<file path="src/rtl/sdf_stage_ctrl.sv">
// rtl/sdf_stage_ctrl.sv - sequencing controller for one SDF butterfly stage
module sdf_stage_ctrl #(
  parameter int DELAY = 1,
  parameter int CW    = $clog2(DELAY) + 1
) (
  input  logic clk,
  input  logic clear,
  input  logic in_valid,
  input  logic in_sof,
  output logic in_ready,
  output logic sel,
  output logic sel_1,
  output logic out_valid,
  output logic out_sof,
  output logic out_eof,
  output logic frame_err,
  output logic busy
);

  typedef enum logic [1:0] {
    IDLE  = 2'd0,
    LOAD  = 2'd1,
    BFLY  = 2'd2,
    DRAIN = 2'd3
  } state_t;

  localparam logic [CW-1:0] LAST = CW'(DELAY - 1);
  localparam logic [CW-1:0] ONE  = CW'(1);

  state_t        state_q, state_d;
  logic [CW-1:0] cnt_q, cnt_d;
  logic          pend_q, pend_d;
  logic          err_q, err_d;

  // State, phase counter, pending-lower flag and registered error pulse
  always_ff @(posedge clk or negedge clear) begin
    if (!clear) begin
      state_q <= IDLE;
      cnt_q   <= '0;
      pend_q  <= 1'b0;
      err_q   <= 1'b0;
    end else begin
      state_q <= state_d;
      cnt_q   <= cnt_d;
      pend_q  <= pend_d;
      err_q   <= err_d;
    end
  end

  // Next-state logic. LOAD with pend set and cnt at zero is the cycle right
  // after the last butterfly: it already emits the first lower result and
  // decides between a back-to-back frame (in_sof) and a plain drain.
  always_comb begin
    state_d = state_q;
    cnt_d   = cnt_q;
    pend_d  = pend_q;
    err_d   = 1'b0;
    case (state_q)
      IDLE: begin
        if (in_valid) begin
          if (in_sof) begin
            state_d = (DELAY == 1) ? BFLY : LOAD;
            cnt_d   = (DELAY == 1) ? '0 : ONE;
          end else begin
            err_d = 1'b1;
          end
        end
      end
      LOAD: begin
        if (pend_q && (cnt_q == '0)) begin
          if (in_valid && in_sof) begin
            state_d = (DELAY == 1) ? BFLY : LOAD;
            cnt_d   = (DELAY == 1) ? '0 : ONE;
            pend_d  = (DELAY == 1) ? 1'b0 : 1'b1;
          end else begin
            err_d   = in_valid;
            state_d = (DELAY == 1) ? IDLE : DRAIN;
            cnt_d   = (DELAY == 1) ? '0 : ONE;
            pend_d  = (DELAY == 1) ? 1'b0 : 1'b1;
          end
        end else if (!in_valid) begin
          err_d   = 1'b1;
          state_d = IDLE;
          cnt_d   = '0;
          pend_d  = 1'b0;
        end else if (in_sof) begin
          err_d   = 1'b1;
          state_d = (DELAY == 1) ? BFLY : LOAD;
          cnt_d   = (DELAY == 1) ? '0 : ONE;
          pend_d  = 1'b0;
        end else if (cnt_q == LAST) begin
          state_d = BFLY;
          cnt_d   = '0;
          pend_d  = 1'b0;
        end else begin
          cnt_d = cnt_q + ONE;
        end
      end
      BFLY: begin
        if (!in_valid) begin
          err_d   = 1'b1;
          state_d = IDLE;
          cnt_d   = '0;
          pend_d  = 1'b0;
        end else if (in_sof) begin
          err_d   = 1'b1;
          state_d = (DELAY == 1) ? BFLY : LOAD;
          cnt_d   = (DELAY == 1) ? '0 : ONE;
          pend_d  = 1'b0;
        end else if (cnt_q == LAST) begin
          state_d = LOAD;
          cnt_d   = '0;
          pend_d  = 1'b1;
        end else begin
          cnt_d = cnt_q + ONE;
        end
      end
      DRAIN: begin
        if (cnt_q == LAST) begin
          state_d = IDLE;
          cnt_d   = '0;
          pend_d  = 1'b0;
        end else begin
          cnt_d = cnt_q + ONE;
        end
      end
      default: begin
        state_d = IDLE;
        cnt_d   = '0;
        pend_d  = 1'b0;
      end
    endcase
  end

  // Output decode from registers only; no input reaches an output directly
  always_comb begin
    sel       = 1'b0;
    sel_1     = 1'b0;
    in_ready  = 1'b1;
    out_valid = 1'b0;
    out_sof   = 1'b0;
    out_eof   = 1'b0;
    case (state_q)
      LOAD: begin
        sel_1     = pend_q;
        out_valid = pend_q;
        out_eof   = pend_q && (cnt_q == LAST);
      end
      BFLY: begin
        sel       = 1'b1;
        out_valid = 1'b1;
        out_sof   = (cnt_q == '0);
      end
      DRAIN: begin
        sel_1     = 1'b1;
        in_ready  = 1'b0;
        out_valid = 1'b1;
        out_eof   = (cnt_q == LAST);
      end
      default: begin
        sel = 1'b0;
      end
    endcase
  end

  assign frame_err = err_q;
  assign busy      = (state_q != IDLE);

endmodule
</file>
<file path="config.mk">
export PLATFORM = sky130hd
export DESIGN_NAME = sdf_stage_ctrl
export DESIGN_NICKNAME = d
export VERILOG_FILES = /design/src/rtl/sdf_stage_ctrl.sv
export SDC_FILE = /design/constraint.sdc
export NUM_CORES = 1
export LEC_CHECK = 0
export ABC_CLOCK_PERIOD_IN_PS = 1300
export BUFFER_PORTS_ARGS = -buffer_cell sky130_fd_sc_hd__buf_2
export CAP_MARGIN = 20
export CORE_AREA = 2 2 39 41
export DETAILED_ROUTE_END_ITERATION = 6
export DIE_AREA = 0 0 41 43
export GPL_TIMING_DRIVEN = 0
export PLACE_DENSITY = 0.39
export SLEW_MARGIN = 20
export SYNTH_ARGS = -nofsm -noshare
export SYNTH_HDL_FRONTEND = slang
export SYNTH_SLANG_ARGS = --single-unit
</file>
<file path="constraint.sdc">
create_clock -name clk -period 1.3 [get_ports clk]
set_input_delay 0 -clock clk [delete_from_list [all_inputs] [get_ports clk]]
set_output_delay 0 -clock clk [all_outputs]
set_load 0.05 [all_outputs]
</file>
* Yosys cells after proc, flatten, opt, wreduce, memory -nomap -nowiden *
Cells that the tools add are included.

storage, ports and cells
  RAM bits = 0
  bits of input ports = 4
  register bits after elaboration = 5
  output and inout port bits = 8
  bits in latches = 0
  logic and storage cells = 63
  memories kept = 0
  bits in read-only memories = 0

operators by class
  div/mod/pow operators = 0
  $mul = 0
  bitwise logic cells = 1
  reduce and logical (&&, ||, !) cells = 9
  shift operators = 0
  mux-type cells = 40
  eq/ne operators = 8
  order comparisons = 0
  $add $sub $neg = 1

operators with widths
  kind                                                             count
  1-bit two-way mux                                                22
  2-bit two-way mux                                                11
  2-bit one-hot mux with 4 select lines                            1
  2-bit inequality test, second input constant                     3
  1-bit one-hot mux with 2 select lines                            3
  1-bit one-hot mux with 3 select lines                            2
  5-bit inequality test, second input constant                     1
  5-bit AND reduction                                              1
  2-bit == test, second input constant                             2
  4-bit inequality test, second input constant                     1
  1-bit one-hot mux with 4 select lines                            1
  2-bit AND reduction                                              2
  3-bit nonzero test                                               1
  2-bit by 1-bit == test with 1-bit output, second input constant  1
  1-bit logical AND                                                2
  2-bit logical NOT                                                1
  2-bit nonzero test                                               1
  2-bit OR reduction                                               1
  1-bit adder, second input constant                               1
  1-bit NOT                                                        1

* Depth between registers and ports, before layout *
Gate-level depths: netlist (run 1).

  depth in word-level cells = 6
  depth in mapped cells = 3
  mapped depth without buffers = 3

* Worst setup path after synthesis (run 1) *
OpenSTA, ideal clock, no wires.

  path type = register to output
  start = reg state_q[0]
  end = out sel_1
  slack = 154 ps
  data arrival time = 1,146 ps
  data required time = 1,300 ps
  stages on the path, launching flop included = 3
  path through = dfrtp_1 -> o21a_1 -> buf_4

on the way
  longest elaborated chain between the ends = 2
  elaborated cells between the ends (all ways) = 3
  those cells by class = eq/ne: 2; mux: 1

ends and longest elaborated chain
  element                                                                    RTL line  RTL
  from (decl)                                                                30        state_t state_q, state_d;
  from (signal assigned)                                                     43        state_q <= state_d;
  2-bit == test or 2-bit by 1-bit == test with 1-bit output (tied branches)  143       case (state_q)
  1-bit one-hot mux with 2 select lines *                                    143
  to (decl)                                                                  12        output logic sel_1,

Mark *: on every way between the ends. The rest lies on a longest branch, timed or not.

* Worst setup path in the final report (run 1) *
  start = reg state_q[1]
  end = out sel

on the way
  longest elaborated chain between the ends = 2

ends and longest elaborated chain
  element            RTL line  RTL
  2-bit == test      143
  1-bit two-way mux  143
  to (decl)          11        output logic sel,

Every way passes these cells.

==> results of run 1 <==
==> power breakdown <==
part           internal [mW]  switching (mW)
clock network          0.103          0.0458
registers              0.136         0.00869
logic                 0.0402          0.0755
total                  0.279           0.130
==> critical path: stages, from the launching register on <==
cell and delay, ns:
dfrtp_1 0.36, buf_6 0.13, and2b_2 0.20, buf_4 0.12, clkbuf_4 0.20
==> placed cells by master, fill, tap and decap left out <==
cell           netlist  routed
and2_2               1       1
a21o_2               1       1
dlygate4sd3_1        0       1
buf_2                0      10
mux2i_1              2       2
o211a_1              1       1
dfrtp_2              0       1
buf_4                2       2
o22ai_1              1       1
nand2_1              1       1
and2b_2              3       3
clkbuf_4             0       4
buf_6                1       1
dfrtp_1              4       3
xnor2_1              1       1
o21a_1               1       1
nor2_1               1       1
or2_2                1       1
==> cell usage after synthesis, drive strengths merged <==
cell type,number
a21o,1
and2,1
and2b,3
buf,3
dfrtp,4
mux2i,2
nand2,1
nor2,1
o211a,1
o21a,1
o22ai,1
or2,1
xnor2,1
==> how the worst max path moves through the flow <==
stage / end / from
2_1_floorplan: sel_1 / state_q[0]
3_3_place_gp: sel / state_q[0]
3_5_place_dp: frame_err / state_q[0]
4_1_cts: sel / state_q[0]
5_1_grt: sel / state_q[1]
6_report: sel / state_q[1]
==> kinds of logic (layout without fill, tap and decap cells) <==
group,Yosys count,count (layout),synth area share (%)
compound gates,4,4,13.8
xor+xnor,1,1,3.72
buf+inv,3,18,11.2
flops,4,4,42.6
mux,2,2,8.51
simple gates,7,7,20.2
==> what timing repair did <==
action	4_1_cts	5_1_grt
hold buffers	1	0
setup endpoints to repair	0	1
resized for setup	0	2
hold endpoints to repair	4	0
==> registers in the layout (all words and copies together), names as in the netlist <==
register	flops
pend_q	1
frame_err	1
state_q	2
==> final cells by class <==
| type | instances | area [um^2] | area share (%) |
|---|---|---|---|
| Sequential cell | 4 | 101 | 29.2 |
| Clock buffer | 3 | 22.5 | 6.50 |
| Buffer | 3 | 26.3 | 7.58 |
| Timing Repair Buffer | 12 | 67.6 | 19.5 |
| Multi-Input combinational cell | 14 | 109 | 31.4 |
| Tap cell | 16 | 20.0 | 5.78 |
==> layer usage <==
layer	share of wire, %	vias up
li1	-	99
met1	40	88
met2	55	6
met3	5.0	0
met4	0	0
met5	0	-
==> impl_metrics.env, run 1 <==
export IMPL_power_uw=409
export IMPL_grt_util_met2_pct=10.6
export IMPL_initial_core_util_pct=17.0
export IMPL_setup_tns_final_ns=0
export IMPL_synth_cell_types=14
export IMPL_path_max_fanout=8
export IMPL_slew_violations=0
export IMPL_die_y_um=43
export IMPL_leakage_nw=0.191
export IMPL_place_area_um2=310
export IMPL_hpwl_um=380
export IMPL_hold_violations=0
export IMPL_peakVddDrop_v=0.000333
export IMPL_arrival_ns=1.24
export IMPL_r2r_start="pend_q"
export IMPL_num_fill_cells=155
export IMPL_rrSetupSlack_ns=0.29
export IMPL_hold_end="state_q[1]"
export IMPL_avgSynthCellArea_um2=11.2
export IMPL_power_density_nw_per_um2=1180
export IMPL_coreArea_um2=1380
export IMPL_antenna_cells=0
export IMPL_fin_skew_ns=0.000301
export IMPL_dp_cells=48
export IMPL_cts_buffers=3
export IMPL_grt_util_all_layers_pct=7.55
export IMPL_whs_path_depth=2
export IMPL_viasPerCell=3.71
export IMPL_hp_start="in_valid"
export IMPL_worst_pin_slew_ns=0.253
export IMPL_fin_cells=52
export IMPL_root_buffer="clkbuf_4"
export IMPL_cts_sinks=4
export IMPL_mappedNetlistNets=25
export IMPL_antenna_left=0
export IMPL_grt_pass1_wl_um=828
export IMPL_path_class="register to output pin"
export IMPL_setup_ws_ns=0.0577
export IMPL_fmax_ghz=0.805
export IMPL_grt_pass1_vias=204
export IMPL_cts_tree="yes"
export IMPL_syn_area_um2=235
export IMPL_synth_seq_area_share_pct=42.6
export IMPL_drc=0
export IMPL_status="complete, no violations"
export IMPL_final_cell_area_um2=347
export IMPL_wirelength_um=479
export IMPL_grt_max_degree=9
export IMPL_firstDrtPassIters=1
export IMPL_use_met3_pct=3.14
export IMPL_hp_class="input port to register"
export IMPL_fin_crit_ns=1.24
export IMPL_dr_total_vias=193
export IMPL_insertion_delay_ns=0.23
export IMPL_drive_gt1_share_pct=66.7
export IMPL_slew_headroom_pct=83.3
export IMPL_rr_worst_depth=3
export IMPL_nets=42
export IMPL_holdWs_ns=0.0183
export IMPL_syn_to_final_growth_pct=47.3
export IMPL_drt_iter0_markers=0
export IMPL_cp_required_ns=1.30
export IMPL_synthDominantCellAreaShare_pct=42.6
export IMPL_grt_util_met1_pct=7.44
export IMPL_path_clk_slew_ns=0.04
export IMPL_numPortBuffers=11
export IMPL_io_pins=12
export IMPL_period_share_pct=95.6
export IMPL_die_area_um2=1760
export IMPL_wire_per_inst_um=9.21
export IMPL_rsz0062_at_grt="no"
export IMPL_maxCapViolations=0
export IMPL_htree_num_levels=1
export IMPL_worstSetupStartpointType="register"
export IMPL_die_w_um=41
export IMPL_busiest_layer="met2"
export IMPL_synth_area_leaders="dfrtp_1 43%, and2b_2 11%, mux2i_1 8.5%"
export IMPL_endpoint_kind="output pin"
export IMPL_gp_congestion=0.632
export IMPL_ys_ff_latch=4
export IMPL_finalSetupViolations=0
export IMPL_final_util_pct=25.0
export IMPL_clock_path_buffers=2
export IMPL_yosysWarnings=0
export IMPL_row_count=14
export IMPL_synth_top_cell_by_area="dfrtp_1"
export IMPL_dp_slack_ns=0.254
export IMPL_syn_inst=21
export IMPL_gr_total_overflow=0
export IMPL_rr_endpoint="frame_err"
export IMPL_post_cts_setup_buffer_count=0
export IMPL_antenna_found_initial=0
Power figures use the tool's default switching activity.
==> inputs of run 2 (changes only) <==
ABC_CLOCK_PERIOD_IN_PS = 1400   (was 1300)
SKIP_LAST_GASP = 1   (was unset)
clock period = 1.4 ns   (was 1.3 ns; I/O delays follow)
==> run 2 against run 1 <==
Count of clock-buffer cells in the layout unchanged. Via count unchanged. Final area fell by 1.1%.
==> impl_metrics.env, run 2 (synthesized netlist as in run 1, its figures left out) <==
export IMPL_final_common_cell="buf_2"
export IMPL_wirelength_um=479
export IMPL_path_class="register to output pin"
export IMPL_hpwl_um=380
export IMPL_rsz0062_at_grt="no"
export IMPL_largest_reg_flops=2
export IMPL_insertion_delay_ns=0.23
export IMPL_fmax_ghz=0.791
export IMPL_die_area_um2=1760
export IMPL_slew_violations=0
export IMPL_fin_skew_ns=0.000299
export IMPL_drc=0
export IMPL_fin_crit_ns=1.26
export IMPL_worst_pin_slew_ns=0.253
export IMPL_coreArea_um2=1380
export IMPL_slew_headroom_pct=83.3
export IMPL_path_clk_slew_ns=0.04
export IMPL_drive_gt1_share_pct=63.9
export IMPL_finalSetupViolations=0
export IMPL_antenna_cells=0
export IMPL_hp_class="input port to register"
export IMPL_htree_num_levels=1
export IMPL_dr_total_vias=193
export IMPL_initial_core_util_pct=17.0
export IMPL_die_w_um=41
export IMPL_num_fill_cells=156
export IMPL_endpoint_kind="output pin"
export IMPL_grt_pass1_vias=204
export IMPL_regMostFlops="state_q"
export IMPL_leakage_nw=0.193
export IMPL_numPortBuffers=11
export IMPL_die_y_um=43
export IMPL_cpLargestDelayFamily="flip-flops"
export IMPL_post_cts_setup_buffer_count=0
export IMPL_final_cell_mix="11 x buf_2, 4 x dfrtp_1, 3 x and2b_2, 3 x clkbuf_4"
export IMPL_final_seq_area_um2=100
export IMPL_setup_tns_final_ns=0
export IMPL_path_buf_inv=2
export IMPL_grt_max_degree=9
export IMPL_grt_util_all_layers_pct=7.55
export IMPL_holdWs_ns=0.0183
export IMPL_multi_input_area_um2=109
export IMPL_syn_to_final_growth_pct=45.7
export IMPL_path_max_fanout=8
export IMPL_final_util_pct=24.8
export IMPL_power_uw=379
export IMPL_period_share_pct=90.3
export IMPL_cts_sinks=4
export IMPL_timing_critical_path_cells="and2b_2, buf_4, buf_2"
export IMPL_root_buffer="clkbuf_4"
export IMPL_worstSetupStartpointType="register"
export IMPL_row_count=14
export IMPL_cp_required_ns=1.40
export IMPL_grt_pass1_wl_um=828
export IMPL_status="complete, no violations"
export IMPL_cts_buffers=3
export IMPL_arrival_ns=1.26
export IMPL_max_stage_delay_ns=0.44
export IMPL_antenna_left=0
export IMPL_cp_slowest_cell="dfrtp_1"
export IMPL_peakVddDrop_v=0.000309
export IMPL_power_density_nw_per_um2=1110
export IMPL_gr_total_overflow=0
export IMPL_antenna_found_initial=0
export IMPL_firstDrtPassIters=1
export IMPL_io_pins=12
export IMPL_clock_path_buffers=2
export IMPL_drt_iter0_markers=0
export IMPL_wire_per_inst_um=9.21
export IMPL_hold_violations=0
export IMPL_cts_tree="yes"
export IMPL_viasPerCell=3.71
export IMPL_nets=42
export IMPL_gp_congestion=0.632
export IMPL_maxCapViolations=0
## run 2: cell type report
class / count / share of cell area (%)
clock buffer: 3 / 6.57
timing repair buffer: 12 / 19.0
sequential: 4 / 29.2
buffer: 3 / 7.66
tap: 16 / 5.84
multi-input combinational: 14 / 31.8
## run 2: path summary, 6_finish.rpt
kind | slack [ns] | depth (start not counted) | to | from
max | 0.14 | 3 | sel | state_q[0]
min | 0.02 | 2 | state_q[1] | in_valid
max reg2reg | 0.36 | 3 | frame_err | state_q[0]
min reg2reg | 0.57 | 1 | pend_q | state_q[0]
max in group asynchronous | 1.18 | 2 | pend_q | clear
min in group asynchronous | 0.10 | 2 | state_q[1] | clear
## run 2: repair_timing
action / in CTS / in global routing
resized for setup: 0 / 0
endpoints found under the hold margin: 4 / 0
hold buffers: 1 / 0
## run 2: stage by stage
step                      cell area [um^2]  worst slack, ns  std cells
after global placement                 310            0.372         48
after detailed placement               310            0.354         48
after global routing                   343           0.0537         52
after floorplan                        235            0.254         21
final                                  343            0.135         52
after CTS                              343            0.110         52
## run 2: report_power, final
part           switching, mW  internal (mW)  leakage, nW
Sequential           0.00807          0.126       0.0519
Clock                 0.0426         0.0956       0.0138
Combinational         0.0700         0.0364        0.127
## run 2: per-layer routing
| metal | track usage (%) | routed length, um |
|---|---|---|
| met4 | 8.00 | 0 |
| met5 | 0 | 0 |
| met3 | 3.14 | 24 |
| met1 | 7.44 | 190 |
| met2 | 10.6 | 265 |
==> inputs of run 3 (changes only) <==
BUFFER_PORTS_ARGS = unset   (was -buffer_cell sky130_fd_sc_hd__buf_2)
DONT_BUFFER_PORTS = 1   (was unset)
PLACE_DENSITY = 0.31   (was 0.39)
==> run 3 against run 2 <==
Non-clock buffer count fell by 9. Core utilization fell by 2.4 points. Worst hold slack improved by 0.021 ns. Count of clock-buffer cells in the layout did not move. Via count fell by 19%. Worst setup slack got worse by 0.046 ns. Highest routed layer unchanged. Final area fell by 9.5%. Register-to-register slack got worse by 0.15 ns. First-iteration DRC count did not move.
==> impl_metrics.env, run 3 (synthesized netlist as in run 1, its figures left out) <==
export IMPL_status="complete, no violations"
export IMPL_endpoint_kind="output pin"
export IMPL_die_w_um=41
export IMPL_power_density_nw_per_um2=1190
export IMPL_firstDrtPassIters=1
export IMPL_wire_per_inst_um=10.6
export IMPL_largest_reg_flops=2
export IMPL_row_count=14
export IMPL_slew_violations=0
export IMPL_initial_core_util_pct=17.0
export IMPL_cts_tree="yes"
export IMPL_power_uw=370
export IMPL_io_pins=12
export IMPL_path_max_fanout=8
export IMPL_gp_congestion=0.676
export IMPL_fmax_ghz=0.763
export IMPL_grt_pass1_wl_um=772
export IMPL_grt_pass1_vias=195
export IMPL_peakVddDrop_v=0.000334
export IMPL_nets=33
export IMPL_worstSetupStartpointType="register"
export IMPL_grt_max_degree=9
export IMPL_arrival_ns=1.31
export IMPL_final_common_cell="dfrtp_1"
export IMPL_final_util_pct=22.4
export IMPL_drt_iter0_markers=0
export IMPL_insertion_delay_ns=0.23
export IMPL_drive_gt1_share_pct=48.1
export IMPL_cts_buffers=3
export IMPL_hold_violations=0
export IMPL_rrSetupSlack_ns=0.21
export IMPL_antenna_cells=0
export IMPL_numPortBuffers=0
export IMPL_drc=0
export IMPL_path_class="register to output pin"
export IMPL_final_cell_mix="4 x dfrtp_1, 3 x clkbuf_4, 3 x dlygate4sd3_1"
export IMPL_antenna_found_initial=0
export IMPL_wirelength_um=454
export IMPL_clock_path_buffers=2
export IMPL_die_area_um2=1760
export IMPL_antenna_left=0
export IMPL_period_share_pct=93.6
export IMPL_gr_total_overflow=0
export IMPL_final_cell_area_um2=310
export IMPL_leakage_nw=0.153
export IMPL_regMostFlops="state_q"
export IMPL_worst_pin_slew_ns=0.485
export IMPL_dr_total_vias=156
export IMPL_path_clk_slew_ns=0.03
export IMPL_slew_headroom_pct=67.6
export IMPL_cts_sinks=4
export IMPL_place_area_um2=255
export IMPL_coreArea_um2=1380
export IMPL_fin_skew_ns=0.000491
export IMPL_maxCapViolations=0
export IMPL_rsz0062_at_grt="no"
export IMPL_fin_crit_ns=1.31
export IMPL_cp_required_ns=1.40
export IMPL_htree_num_levels=1
export IMPL_setup_tns_final_ns=0
export IMPL_hp_class="input port to asynchronous set/reset pin"
export IMPL_num_fill_cells=152
export IMPL_finalSetupViolations=0
export IMPL_root_buffer="clkbuf_4"
export IMPL_die_y_um=43
export IMPL_syn_to_final_growth_pct=31.9
export IMPL_grt_util_all_layers_pct=7.24
export IMPL_viasPerCell=3.63
## run 3: metrics by stage
step                cells  hold slack, ns  setup slack, ns
floorplan              21          -0.296            0.254
global placement       37          -0.296            0.172
detailed placement     37          -0.295            0.174
CTS                    43          0.0386           0.0185
global route           43          0.0435           0.0431
finish                 43          0.0394           0.0889
## run 3: timing repair
item	in CTS	in global routing
gates resized for setup	1	1
endpoints found under the hold margin	5	0
hold buffers	3	0
cloned	0	0
setup buffers	0	0
endpoints found under the setup margin	1	1
## run 3: critical path, stage by stage (launching register included)
cell and delay [ns]:
dfrtp_1 0.44, and2b_4 0.40, buf_4 0.23
## run 3: path summary, 6_finish.rpt
kind,startpoint,endpoint,depth (start not counted)
max in group asynchronous,clear,state_q[1],1
min reg2reg,state_q[0],pend_q,1
max,state_q[0],sel,2
max reg2reg,state_q[0],state_q[1],2
min in group clk,in_valid,state_q[0],2
min,clear,state_q[0],1
## run 3: final cells by class
type	count	area, um^2	share of cell area [%]
Sequential cell	4	100	32.3
Buffer	3	26.3	8.47
Timing Repair Buffer	3	30.0	9.68
Multi-Input combinational cell	14	111	35.9
Clock buffer	3	22.5	7.26
Tap cell	16	20.0	6.45
## run 3: routing by layer
metal | routed length, um | up-vias | part of all wire [%] | global-route usage, %
met2 | 233 | 6 | 51 | 8.13
met4 | 0 | 0 | 0 | 12.0
met5 | 0 | - | 0 | 0
met3 | 14 | 0 | 3.1 | 0
li1 | - | 80 | - | -
met1 | 207 | 70 | 46 | 9.03
## run 3: power breakdown
part	switching, mW	leakage (nW)	internal (mW)
registers	0.0232	0.0519	0.126
logic	0.0527	0.0874	0.0304
clock network	0.0424	0.0138	0.0955
total	0.118	0.153	0.252
